==> config.mk <==
export PLATFORM = sky130hd
export DESIGN_NAME = dibit_packer
export DESIGN_NICKNAME = d
export VERILOG_FILES = /design/src/rtl/dibit_pkg.sv /design/src/rtl/dibit_out_reg.sv /design/src/rtl/dibit_packer.sv
export SDC_FILE = /design/constraint.sdc
export NUM_CORES = 1
export LEC_CHECK = 0
export CORE_ASPECT_RATIO = 0.8
export CORE_MARGIN = 4
export CORE_UTILIZATION = 51
export DETAILED_ROUTE_END_ITERATION = 7
export PLACE_DENSITY_LB_ADDON = 0.3
export SYNTH_ARGS = -nofsm -noshare
export SYNTH_HDL_FRONTEND = slang
export SYNTH_SLANG_ARGS = --single-unit
==> constraint.sdc <==
create_clock -name clk -period 4.1 [get_ports clk]
set_input_delay 1.23 -clock clk [delete_from_list [all_inputs] [get_ports clk]]
set_output_delay 1.23 -clock clk [all_outputs]
set_load 0.01 [all_outputs]
==> src/rtl/dibit_pkg.sv <==
// Shared widths, types and slot-to-bit mapping for the dibit packer.
// DIBIT_PACKER_MSB_FIRST_EN selects MSB-first slot placement.
package dibit_pkg;

  localparam int DW     = 2;
  localparam int SLOTS  = 4;
  localparam int WW     = DW * SLOTS;
  localparam int SLOT_W = $clog2(SLOTS);

  typedef logic [DW-1:0]     slice_t;
  typedef logic [WW-1:0]     word_t;
  typedef logic [SLOT_W-1:0] slot_t;

  // Low bit of the field that slot k fills in a word of 'slots' slices of 'dw' bits.
  function automatic int slice_lo(input int k, input int dw, input int slots);
`ifdef DIBIT_PACKER_MSB_FIRST_EN
    return (slots - 1 - k) * dw;
`else
    return k * dw;
`endif
  endfunction

endpackage

==> src/rtl/dibit_out_reg.sv <==
// One-entry valid/ready output register: load, hold, or drain-and-reload in one cycle.
module dibit_out_reg #(
  parameter int WW = 8
) (
  input  logic          clk,
  input  logic          rst,
  input  logic          load_i,
  input  logic [WW-1:0] data_i,
  input  logic          ready_i,
  output logic [WW-1:0] data_o,
  output logic          valid_o
);

  logic          valid_q, valid_d;
  logic [WW-1:0] data_q, data_d;

  // The producer only loads when the slot is free or draining this cycle.
  always_comb begin
    valid_d = valid_q;
    data_d  = data_q;
    if (load_i) begin
      valid_d = 1'b1;
      data_d  = data_i;
    end else if (ready_i) begin
      valid_d = 1'b0;
    end
  end

  always_ff @(posedge clk) begin
    if (rst) begin
      valid_q <= 1'b0;
      data_q  <= '0;
    end else begin
      valid_q <= valid_d;
      data_q  <= data_d;
    end
  end

  assign data_o  = data_q;
  assign valid_o = valid_q;

endmodule

==> src/rtl/dibit_packer.sv <==
// Packs a stream of DW-bit slices into WW-bit words with valid/ready on both sides.
// DIBIT_PACKER_MSB_FIRST_EN puts slot 0 in the top field instead of the bottom one.
module dibit_packer #(
  parameter int DW    = dibit_pkg::DW,
  parameter int SLOTS = dibit_pkg::SLOTS
) (
  input  logic                     clk,
  input  logic                     rst,
  input  logic [DW-1:0]            in_data,
  input  logic                     in_valid,
  output logic                     in_ready,
  input  logic                     sync,
  output logic [DW*SLOTS-1:0]      out_data,
  output logic                     out_valid,
  input  logic                     out_ready,
  output logic [$clog2(SLOTS)-1:0] slot
);

  localparam int WW  = DW * SLOTS;
  localparam int SW  = $clog2(SLOTS);
  localparam int LO0 = dibit_pkg::slice_lo(0, DW, SLOTS);
  localparam logic [SW-1:0] LAST = SW'(SLOTS - 1);

  logic [SW-1:0] slot_q, slot_d;
  logic [WW-1:0] asm_q, asm_d;
  logic [WW-1:0] ins;
  logic          at_last, accept, complete;

  assign at_last  = (slot_q == LAST);
  // Only the completing beat can stall, and only against a full, non-draining output.
  assign in_ready = !(at_last && out_valid && !out_ready);
  assign accept   = in_valid && in_ready;
  assign complete = accept && !sync && at_last;

  // Assembly register with the incoming slice merged at the current slot.
  for (genvar k = 0; k < SLOTS; k++) begin : g_slot
    localparam int LO = dibit_pkg::slice_lo(k, DW, SLOTS);
    assign ins[LO +: DW] = (slot_q == SW'(k)) ? in_data : asm_q[LO +: DW];
  end

  always_comb begin
    slot_d = slot_q;
    asm_d  = asm_q;
    if (sync) begin
      slot_d = '0;
      asm_d  = '0;
      if (accept) begin
        asm_d[LO0 +: DW] = in_data;
        slot_d           = SW'(1);
      end
    end else if (accept) begin
      if (at_last) begin
        slot_d = '0;
        asm_d  = '0;
      end else begin
        slot_d = slot_q + 1'b1;
        asm_d  = ins;
      end
    end
  end

  always_ff @(posedge clk) begin
    if (rst) begin
      slot_q <= '0;
      asm_q  <= '0;
    end else begin
      slot_q <= slot_d;
      asm_q  <= asm_d;
    end
  end

  dibit_out_reg #(.WW(WW)) u_out (
    .clk     (clk),
    .rst     (rst),
    .load_i  (complete),
    .data_i  (ins),
    .ready_i (out_ready),
    .data_o  (out_data),
    .valid_o (out_valid)
  );

  assign slot = slot_q;

endmodule
==> impl_metrics.json, run 1 <==
{
  "crit_required_ps": 2870,
  "syn-instance-count": 94,
  "clk_latency_ps": 290,
  "overflow": 0,
  "synth_seq_area_share_pct": 39.4,
  "p_clk_share_pct": 30.4,
  "powerDensity_nw_per_um2": 275,
  "worstMarginPinSlew_ps": 570,
  "fin_crit_sh_pct": 93.3,
  "layout_commonest_cell": "clkdlybuf4s50_1",
  "max_freq_mhz": 261,
  "synth.top_cells.by_area": "dfxtp_1, a21oi_1, ha_1",
  "power_uw": 293,
  "core_sq_um": 1610,
  "rsz0062_at_grt": "no",
  "internal_power_uw": 222,
  "fin_util_pct": 66.1,
  "wirelength_um": 1810,
  "cts_buffer_depth": 2,
  "final_nets": 122,
  "cts_max_level": 1,
  "syn-cell-area_sq_um": 865,
  "arrival_ps": 2600,
  "outcome": "finished clean",
  "syn_to_final_growth_pct": 23.2,
  "netlist.top_cell.by_area": "dfxtp_1",
  "syn_area_per_cell_sq_um": 9.20,
  "drive_gt1_share_pct": 9.09,
  "cp_max_fo": 8,
  "yosysUniqueCellTypes": 30,
  "rows": 13,
  "die-area_sq_um": 2420,
  "multiInputGateArea_sq_um": 473,
  "hold_violations": 0,
  "fp.dieH_um": 44.8,
  "firstDrtPassIters": 4,
  "power_switching_uw": 70.6,
  "diodes": 0,
  "fin_setup_tns_ps": 0,
  "nFillCells": 130,
  "comb_power_share_pct": 11.7,
  "initial_core_util_pct": 53.7,
  "stdcell_area_sq_um": 1060,
  "vias": 749,
  "ys_warn_count": 0,
  "switching_share_pct": 24.1,
  "skew_ps": 7.58,
  "relSlewSlack_pct": 61.9,
  "numClockSinks": 17,
  "ir_drop_v": 0.000170,
  "setup_viol": 0,
  "cts-root-buf": "clkbuf_4",
  "hold_ws_ps": 485,
  "cts_buffers": 3,
  "maxCapViolations": 0,
  "seqCellArea_sq_um": 340,
  "dpl_cell_area_sq_um": 1040,
  "gp_congestion": 0.821,
  "cp-end-kind": "output port",
  "port_buffers": 18,
  "slew_viol_final": 0,
  "seqPwrFrac_pct": 57.9,
  "viasPerCell": 5.67,
  "grt_pass1_vias": 667,
  "hold_buffers": 0,
  "synth_top_area_share_pct": 39.4,
  "start_kind": "input port",
  "ant_nets": 0,
  "io_pins": 19,
  "grt_usage_pct": 17.3,
  "route.detailed.drc": 0,
  "worstSetupPathType": "input port to output port",
  "clkTransAtPathRegs_ps": 100,
  "grt_max_degree": 15,
  "fp.dieW_um": 54.0,
  "cts_tree": "yes",
  "post_cts_buffers": 0,
  "antenna_found_initial": 0,
  "post_cts_resized": 0,
  "min_path_type": "flip-flop to flip-flop",
  "ys_ff_latch": 17,
  "synth_nets": 105,
  "grt_pass1_wl_um": 3020,
  "hpwlAfterDp_um": 1350,
  "leakagePower_nw": 0.352,
  "fin_crit_ps": 3830,
  "drt_iter0_markers": 15,
  "most-common-layout-cells": "clkdlybuf4s50_1, dfxtp_1, a21oi_1",
  "wl_per_cell_um": 13.7
}
## state kept, by name (all words and copies together), names as in the netlist
register,flops
slot,2
asm_q,6
u_out.valid_o,1
u_out.data_o,8
## cell usage after synthesis (all sizes together)
cell,count
a211o,1
a211oi,4
a21oi,11
a31oi,2
a32o,4
and2,2
and3b,2
buf,4
clkbuf,2
dfxtp,17
ha,4
inv,4
mux2,2
mux2i,4
nand2,2
nand2b,1
nand3,3
nand3b,1
nand4,2
nor2,3
nor2b,3
nor3,4
nor3b,3
o211ai,3
o21ai,5
or2,1
## cell type report
type,instances,area share (%)
Sequential cell,17,32.0
Clock buffer,4,2.47
Tap cell,22,2.59
Multi-Input combinational cell,67,44.4
Timing Repair Buffer,18,16.9
Inverter,4,1.65
## kinds of logic after synthesis
logic type / share of synthesized area, %
AO/OA/AOI/OAI: 22.9
AND/OR/NAND/NOR: 18.8
flip-flops: 39.4
buffers and inverters: 5.93
multiplexers: 7.24
adder cells (fa/ha/maj): 5.79
## final timing paths
path | end | from | slack [ps] | cells past startpoint
worst min-delay path | u_out.data_o[7] | u_out.data_o[7] | 490 | 2
worst min register to register | u_out.data_o[7] | u_out.data_o[7] | 490 | 2
worst max register to register | slot[0] | slot[1] | 2440 | 5
worst max-delay path | in_ready | out_ready | 270 | 4
## through the flow
step,cells,setup slack [ps]
after floorplan,94,1290
after global placement,128,306
after detailed placement,128,277
after CTS,132,270
after global routing,132,235
final,132,274
## per-layer routing
layer,up-vias,track usage (%),share of wire (%)
li1,381,-,-
met1,352,23.2,49
met2,12,25.6,45
met3,4,6.27,4.7
met4,0,5.97,1.3
met5,-,0,0
## power by group through the flow
stage               Clock (mW)  Sequential (mW)  Combinational [mW]
floorplan                    0            0.174              0.0204
global placement             0            0.173              0.0337
detailed placement           0            0.173              0.0341
CTS                     0.0931            0.170              0.0343
global route             0.101            0.170              0.0373
finish                  0.0890            0.169              0.0343
## critical path, stage by stage
cell and delay, ps:
clkdlybuf4s50_1 500, and3b_4 230, inv_4 80, clkdlybuf4s50_1 550
Power figures use the tool's default switching activity.
==> run 2: changes to the inputs <==
--- a/config.mk
+++ b/config.mk
@@ -10,6 +10,7 @@
 export CORE_UTILIZATION = 51
 export DETAILED_ROUTE_END_ITERATION = 7
 export PLACE_DENSITY_LB_ADDON = 0.3
+export SLEW_MARGIN = 25
 export SYNTH_ARGS = -nofsm -noshare
 export SYNTH_HDL_FRONTEND = slang
 export SYNTH_SLANG_ARGS = --single-unit
==> results of run 2 <==
Same layout as run 1: the final DEF is identical, and so are final timing and power.
==> run 3: changes to the inputs <==
--- a/config.mk
+++ b/config.mk
@@ -14,3 +14,4 @@
 export SYNTH_ARGS = -nofsm -noshare
 export SYNTH_HDL_FRONTEND = slang
 export SYNTH_SLANG_ARGS = --single-unit
+export TNS_END_PERCENT = 20
==> results of run 3 <==
Same layout as run 1: the final DEF is identical, and so are final timing and power.
